`config.mk`:
```
export PLATFORM = sky130hd
export DESIGN_NAME = usb_fs_tx_engine
export DESIGN_NICKNAME = d
export VERILOG_FILES = /design/src/rtl/usb_fs_pkg.sv /design/src/rtl/usb_fs_crc16.sv /design/src/rtl/usb_fs_tx_engine.sv
export SDC_FILE = /design/constraint.sdc
export NUM_CORES = 1
export LEC_CHECK = 0
export BUFFER_PORTS_ARGS = -buffer_cell sky130_fd_sc_hd__buf_2
export CORE_MARGIN = 2
export CORE_UTILIZATION = 40
export CTS_CLUSTER_DIAMETER = 80
export CTS_CLUSTER_SIZE = 28
export DETAILED_ROUTE_END_ITERATION = 12
export PLACE_DENSITY = 0.58
export SLEW_MARGIN = 40
export SYNTH_ARGS = -nofsm -noshare
export SYNTH_HDL_FRONTEND = slang
export SYNTH_HIERARCHICAL = 1
export SYNTH_SLANG_ARGS = --single-unit
```
`constraint.sdc`:
```
create_clock -name clk_48mhz -period 3 [get_ports clk_48mhz]
set_input_delay 0.45 -clock clk_48mhz [delete_from_list [all_inputs] [get_ports clk_48mhz]]
set_output_delay 0.45 -clock clk_48mhz [all_outputs]
set_load 0.03 [all_outputs]
```
`src/rtl/usb_fs_pkg.sv`:
```
// Shared definitions for the full-speed USB transmit path:
// PIDs, CRC16 constants, line encodings and FSM states.
package usb_fs_pkg;

    localparam logic [3:0] PID_ACK   = 4'b0010;
    localparam logic [3:0] PID_NAK   = 4'b1010;
    localparam logic [3:0] PID_STALL = 4'b1110;
    localparam logic [3:0] PID_DATA0 = 4'b0011;
    localparam logic [3:0] PID_DATA1 = 4'b1011;

    localparam logic [15:0] CRC16_POLY     = 16'h8005;
    localparam logic [15:0] CRC16_RESIDUAL = 16'h800D;
    localparam logic [15:0] CRC16_INIT     = 16'hFFFF;

    localparam logic [7:0] SYNC_BYTE = 8'h80;

    // Encoded as {dp, dn}
    typedef enum logic [1:0] {
        LINE_SE0 = 2'b00,
        LINE_K   = 2'b01,
        LINE_J   = 2'b10
    } line_t;

    typedef enum logic [2:0] {
        ST_IDLE,
        ST_SYNC,
        ST_PID,
        ST_DATA,
        ST_CRC,
        ST_EOP
    } tx_state_t;

    function automatic logic [15:0] reverse16(input logic [15:0] v);
        logic [15:0] r;
        for (int i = 0; i < 16; i++) r[i] = v[15-i];
        return r;
    endfunction

    function automatic line_t line_toggle(input line_t l);
        return (l == LINE_J) ? LINE_K : LINE_J;
    endfunction

endpackage

```
`src/rtl/usb_fs_crc16.sv`:
```
// Serial CRC16 in reflected form: one bit per enable, LSB-first
// order, so the register holds the bit-reversed conventional CRC.
module usb_fs_crc16
    import usb_fs_pkg::*;
(
    input  logic        clk,
    input  logic        reset_n,
    input  logic        clear,
    input  logic        enable,
    input  logic        bit_in,
    output logic [15:0] crc_out
);

    localparam logic [15:0] POLY_REFL = reverse16(CRC16_POLY);

    logic        fb;
    logic [15:0] crc_n;

    always_comb begin
        fb    = crc_out[0] ^ bit_in;
        crc_n = {1'b0, crc_out[15:1]} ^ (fb ? POLY_REFL : 16'h0000);
    end

    always_ff @(posedge clk) begin
        if (!reset_n || clear) begin
            crc_out <= CRC16_INIT;
        end else if (enable) begin
            crc_out <= crc_n;
        end
    end

endmodule

```
`src/rtl/usb_fs_tx_engine.sv`:
```
// Full-speed USB packet transmitter: SYNC, PID, optional DATA+CRC16,
// EOP; LSB-first, bit-stuffed and NRZI-encoded on the D+/D- pads.
module usb_fs_tx_engine
    import usb_fs_pkg::*;
#(
    parameter int CLKS_PER_BIT = 4
) (
    input  logic       clk_48mhz,
    input  logic       reset_n,
    input  logic       tx_pkt_start,
    input  logic [3:0] tx_pid,
    input  logic       tx_data_avail,
    input  logic [7:0] tx_data,
    output logic       tx_data_get,
    output logic       usb_oe,
    output logic       usb_dp,
    output logic       usb_dn,
    output logic       pkt_end
);

    localparam int TW = (CLKS_PER_BIT > 1) ? $clog2(CLKS_PER_BIT) : 1;
    localparam logic [TW-1:0] TMAX = TW'(CLKS_PER_BIT - 1);

    tx_state_t   state, state_n;
    logic [TW-1:0] timer, timer_n;
    logic [2:0]  bit_idx, idx_n;
    logic [7:0]  shift, shift_n;
    logic        crc_hi, crc_hi_n;
    logic [2:0]  stuff_cnt, cnt_n;
    logic        stuffing, stuffing_n;
    line_t       line, line_n;
    logic        oe, oe_n;
    logic        end_q, end_n;
    logic [3:0]  pid, pid_n;

    logic        tick;
    logic        cur_raw;
    logic [2:0]  ones;
    logic        do_stuff;
    logic        data_pid;
    logic        new_bit;
    logic        raw_n;
    logic [3:0]  crc_pos;
    logic        crc_clr;
    logic        crc_en;
    logic [15:0] crc_out;

    usb_fs_crc16 u_crc (
        .clk     (clk_48mhz),
        .reset_n (reset_n),
        .clear   (crc_clr),
        .enable  (crc_en),
        .bit_in  (shift[0]),
        .crc_out (crc_out)
    );

    always_comb begin
        tick     = (timer == TMAX);
        data_pid = (pid[1:0] == 2'b11);
        cur_raw  = stuffing ? 1'b0
                 : (state == ST_CRC) ? ~crc_out[{crc_hi, bit_idx}]
                 : shift[0];
        ones     = cur_raw ? stuff_cnt + 3'd1 : 3'd0;
        do_stuff = tick && !stuffing && (ones == 3'd6)
                 && (state inside {ST_SYNC, ST_PID, ST_DATA, ST_CRC});
        crc_clr  = (state == ST_IDLE) && tx_pkt_start;
        // Each data bit feeds the CRC once, on the first clock of its period
        crc_en   = (state == ST_DATA) && !stuffing && (timer == '0);
        tx_data_get = reset_n && tick && !do_stuff && tx_data_avail
                    && (bit_idx == 3'd7)
                    && ((state == ST_PID && data_pid) || state == ST_DATA);
    end

    always_comb begin
        state_n    = state;
        timer_n    = (state == ST_IDLE || tick) ? '0 : timer + TW'(1);
        idx_n      = bit_idx;
        shift_n    = shift;
        crc_hi_n   = crc_hi;
        cnt_n      = stuff_cnt;
        stuffing_n = stuffing;
        line_n     = line;
        oe_n       = oe;
        end_n      = 1'b0;
        pid_n      = pid;
        new_bit    = 1'b0;
        raw_n      = 1'b1;
        crc_pos    = {crc_hi, bit_idx} + 4'd1;
        case (state)
            ST_IDLE: begin
                line_n = LINE_J;
                if (tx_pkt_start) begin
                    state_n    = ST_SYNC;
                    pid_n      = tx_pid;
                    shift_n    = SYNC_BYTE;
                    idx_n      = '0;
                    crc_hi_n   = 1'b0;
                    cnt_n      = '0;
                    stuffing_n = 1'b0;
                    oe_n       = 1'b1;
                    new_bit    = 1'b1;
                    raw_n      = SYNC_BYTE[0];
                end
            end
            ST_EOP: begin
                if (tick) begin
                    if (bit_idx == 3'd2) begin
                        state_n = ST_IDLE;
                        oe_n    = 1'b0;
                        end_n   = 1'b1;
                        line_n  = LINE_J;
                    end else begin
                        idx_n  = bit_idx + 3'd1;
                        line_n = (bit_idx == 3'd1) ? LINE_J : LINE_SE0;
                    end
                end
            end
            default: begin
                if (tick) begin
                    cnt_n   = do_stuff ? 3'd0 : ones;
                    new_bit = 1'b1;
                    if (do_stuff) begin
                        // Shifter and CRC hold while the stuffed 0 is on the wire
                        stuffing_n = 1'b1;
                        raw_n      = 1'b0;
                    end else begin
                        stuffing_n = 1'b0;
                        if (state == ST_CRC) begin
                            if ({crc_hi, bit_idx} == 4'hF) begin
                                state_n = ST_EOP;
                                idx_n   = '0;
                                new_bit = 1'b0;
                                line_n  = LINE_SE0;
                            end else begin
                                {crc_hi_n, idx_n} = crc_pos;
                                raw_n = ~crc_out[crc_pos];
                            end
                        end else if (bit_idx != 3'd7) begin
                            shift_n = {1'b0, shift[7:1]};
                            idx_n   = bit_idx + 3'd1;
                            raw_n   = shift[1];
                        end else if (state == ST_SYNC) begin
                            state_n = ST_PID;
                            shift_n = {~pid, pid};
                            idx_n   = '0;
                            raw_n   = pid[0];
                        end else if (!data_pid) begin
                            state_n = ST_EOP;
                            idx_n   = '0;
                            new_bit = 1'b0;
                            line_n  = LINE_SE0;
                        end else if (tx_data_avail) begin
                            state_n = ST_DATA;
                            shift_n = tx_data;
                            idx_n   = '0;
                            raw_n   = tx_data[0];
                        end else begin
                            state_n  = ST_CRC;
                            crc_hi_n = 1'b0;
                            idx_n    = '0;
                            raw_n    = ~crc_out[0];
                        end
                    end
                end
            end
        endcase
        if (new_bit) line_n = raw_n ? line : line_toggle(line);
    end

    always_ff @(posedge clk_48mhz) begin
        if (!reset_n) begin
            state     <= ST_IDLE;
            timer     <= '0;
            bit_idx   <= '0;
            shift     <= '0;
            crc_hi    <= 1'b0;
            stuff_cnt <= '0;
            stuffing  <= 1'b0;
            line      <= LINE_J;
            oe        <= 1'b0;
            end_q     <= 1'b0;
            pid       <= '0;
        end else begin
            state     <= state_n;
            timer     <= timer_n;
            bit_idx   <= idx_n;
            shift     <= shift_n;
            crc_hi    <= crc_hi_n;
            stuff_cnt <= cnt_n;
            stuffing  <= stuffing_n;
            line      <= line_n;
            oe        <= oe_n;
            end_q     <= end_n;
            pid       <= pid_n;
        end
    end

    assign usb_oe           = oe;
    assign {usb_dp, usb_dn} = line;
    assign pkt_end          = end_q;

endmodule
```
==> results.json <==
{
  "path_clk_slew_ps": 90,
  "vias": 2444,
  "p_leak_nw": 1.15,
  "first_iter_violations": 180,
  "core_area_mm2": 0.00683,
  "yosys_warnings": 6,
  "grt_max_degree": 20,
  "synth_area_mm2": 0.00285,
  "fill_cells": 721,
  "drt-wirelength-per-cell_um": 14.9,
  "hold_violations": 0,
  "worst_path_max_delay_cell": "mux4_1",
  "total_power_mw": 2.01,
  "gr-total-overflow": 0,
  "fin_tns_setup_ps": 0,
  "routed_wl_um": 6650,
  "drv_cap": 0,
  "p_per_area_mw_per_mm2": 661,
  "io_pins": 21,
  "vias_per_cell": 5.47,
  "dpl.hpwl_um": 4830,
  "finalSetupViolCount": 0,
  "final_cell_mix": "nand2_1, dfxtp_1, mux2i_1",
  "slowest_delay_ps": 570,
  "place.gp.congestion": 0.879,
  "die_w_um": 88.4,
  "startpoint_type": "register",
  "synth_edf_count": 0,
  "fmax_ghz": 0.364,
  "cts_sinks": 45,
  "ctsHoldBuffers": 0,
  "synth_area_per_cell_um2": 8.13,
  "drive_above_1_share_pct": 14.2,
  "grt_pass1_wl_um": 11400,
  "synthesis.instances": 350,
  "ir_drop_mv": 0.437,
  "skew_ps": 11.0,
  "post-cts-setup-buffers": 0,
  "crit_required_ps": 2550,
  "netlist-cell-type-count": 54,
  "status": "complete, no violations",
  "rsz0062_at_grt": "no",
  "clk_latency_ps": 300,
  "syn_nets": 373,
  "synth_seq_cells": 45,
  "yosysSeqAreaShare_pct": 31.6,
  "async_flop_share_pct": 0,
  "cp_top_family": "multiplexers",
  "grt_use_total_pct": 18.1,
  "fin_util_pct": 44.6,
  "dp.cells": 439,
  "hold_path_class": "in -> reg",
  "tightestPinTransition_ps": 657,
  "cp_max_fo": 16,
  "clock_path_buffers": 2,
  "initial_core_util_pct": 41.7,
  "diodes": 0,
  "area_delta_synth_final_pct": 6.95,
  "die-area_mm2": 0.00781,
  "antenna_found_initial": 0,
  "cts_root_buffer": "clkbuf_8",
  "mostFrequentLayoutCell": "nand2_1",
  "chipHeight_um": 88.4,
  "dr.pass1.iters": 4,
  "final_cells": 447,
  "nets": 373,
  "worstSetupEndpointType": "primary output",
  "max_slew_margin_pct": 56.2,
  "port_buffers": 20,
  "path_cells": "buf_4 > mux4_1 > nand2_1 > o2111a_1 > o221a_4 > nor4_1 > buf_2",
  "arrival_ps": 2300,
  "grt_pass1_vias": 2286,
  "path_buf_inv": 2,
  "ys.flop_type": "dfxtp_1",
  "ant_nets": 0,
  "postCtsResizedCells": 0,
  "drc": 0,
  "rows": 30,
  "worst-setup-path-type": "reg -> out",
  "numCtsBuffers": 5,
  "htree_levels": 2,
  "final.period_utilization_pct": 91.5,
  "final_max_slew_viol_count": 0,
  "cts_tree": "built",
  "period_minus_slack_ps": 2750
}
==> synth_stat cells (3+ instances only) <==
| master | number | area, um^2 |
|---|---|---|
| and3_1 | 3 | 18.8 |
| o31ai_1 | 4 | 30.0 |
| a211oi_1 | 4 | 30.0 |
| ha_1 | 7 | 87.6 |
| nor2_1 | 20 | 75.1 |
| nor2b_1 | 8 | 50.1 |
| a211o_1 | 4 | 35.0 |
| nand2_1 | 53 | 199 |
| inv_1 | 9 | 33.8 |
| dfxtp_1 | 45 | 901 |
| nor3_1 | 11 | 55.1 |
| xnor2_1 | 3 | 26.3 |
| a31oi_1 | 3 | 18.8 |
| buf_4 | 15 | 113 |
| o2111ai_1 | 7 | 61.3 |
| buf_2 | 6 | 30.0 |
| mux2i_1 | 29 | 290 |
| a22oi_1 | 5 | 37.5 |
| nand3_1 | 6 | 30.0 |
| o211ai_1 | 6 | 45.0 |
| o21ai_0 | 19 | 95.1 |
| nor3b_1 | 3 | 22.5 |
| a21oi_1 | 24 | 120 |
| nand4_1 | 3 | 18.8 |
| clkbuf_1 | 14 | 52.6 |
==> power breakdown <==
part | internal [mW] | switching [mW] | total (mW)
logic | 0.309 | 0.516 | 0.825
clock network | 0.272 | 0.207 | 0.479
registers | 0.657 | 0.0501 | 0.707
==> logic make-up (layout without fill, tap and decap cells) <==
group	after synthesis	in the layout	synth area share (%)
AOI/OAI and AO/OA	89	89	21.3
and+or+nand+nor	122	122	20.5
adders and majority gates	7	7	3.08
buffers and inverters	49	50	9.23
muxes	33	33	12.7
DFF	45	45	31.6
xor gates and xnor gates	5	5	1.54
==> area by class of cell <==
| cell class | count | area (um^2) | area share [%] |
|---|---|---|---|
| Clock buffer | 7 | 86.3 | 2.84 |
| Clock inverter | 1 | 30.0 | 0.986 |
| Inverter | 11 | 41.3 | 1.36 |
| Timing Repair Buffer | 31 | 183 | 6.00 |
| Sequential cell | 45 | 901 | 29.6 |
| Multi-Input combinational cell | 256 | 1680 | 55.3 |
| Tap cell | 96 | 120 | 3.95 |
==> tightest hold or removal path: stages <==
cell,delay (ps)
buf_2,100
nand2_1,40
a21oi_1,50
==> metrics by stage <==
step	worst slack, ps	area (um^2)	hold slack [ps]
final	254	3040	376
after global placement	601	2930	439
after floorplan	163	2850	424
after detailed placement	568	2930	446
after CTS	243	3040	375
after global routing	142	3040	376
==> routing by layer <==
metal / track usage [%] / wire [um]
met5: 0 / 0
met2: 29.0 / 2990
met1: 25.4 / 3250
met3: 2.89 / 319
met4: 4.82 / 87
==> registers in the layout (all words and copies together), names as in the netlist <==
| name | count |
|---|---|
| bit_idx | 3 |
| crc_hi | 1 |
| line | 2 |
| pid | 4 |
| pkt_end | 1 |
| shift | 8 |
| state | 3 |
| stuff_cnt | 3 |
| stuffing | 1 |
| timer | 2 |
| u_crc/crc_out | 16 |
| usb_oe | 1 |
==> worst paths after layout <==
| path | startpoint | to | slack [ps] | cells past startpoint |
|---|---|---|---|---|
| worst max-delay path | bit_idx[0] | tx_data_get | 250 | 7 |
| worst min register to register | timer[0] | timer[0] | 450 | 1 |
| worst min-delay path | tx_pid[0] | pid[0] | 380 | 3 |
| worst max register to register | bit_idx[0] | line[0] | 560 | 10 |
No activity file was read; power rests on OpenSTA's default activity.
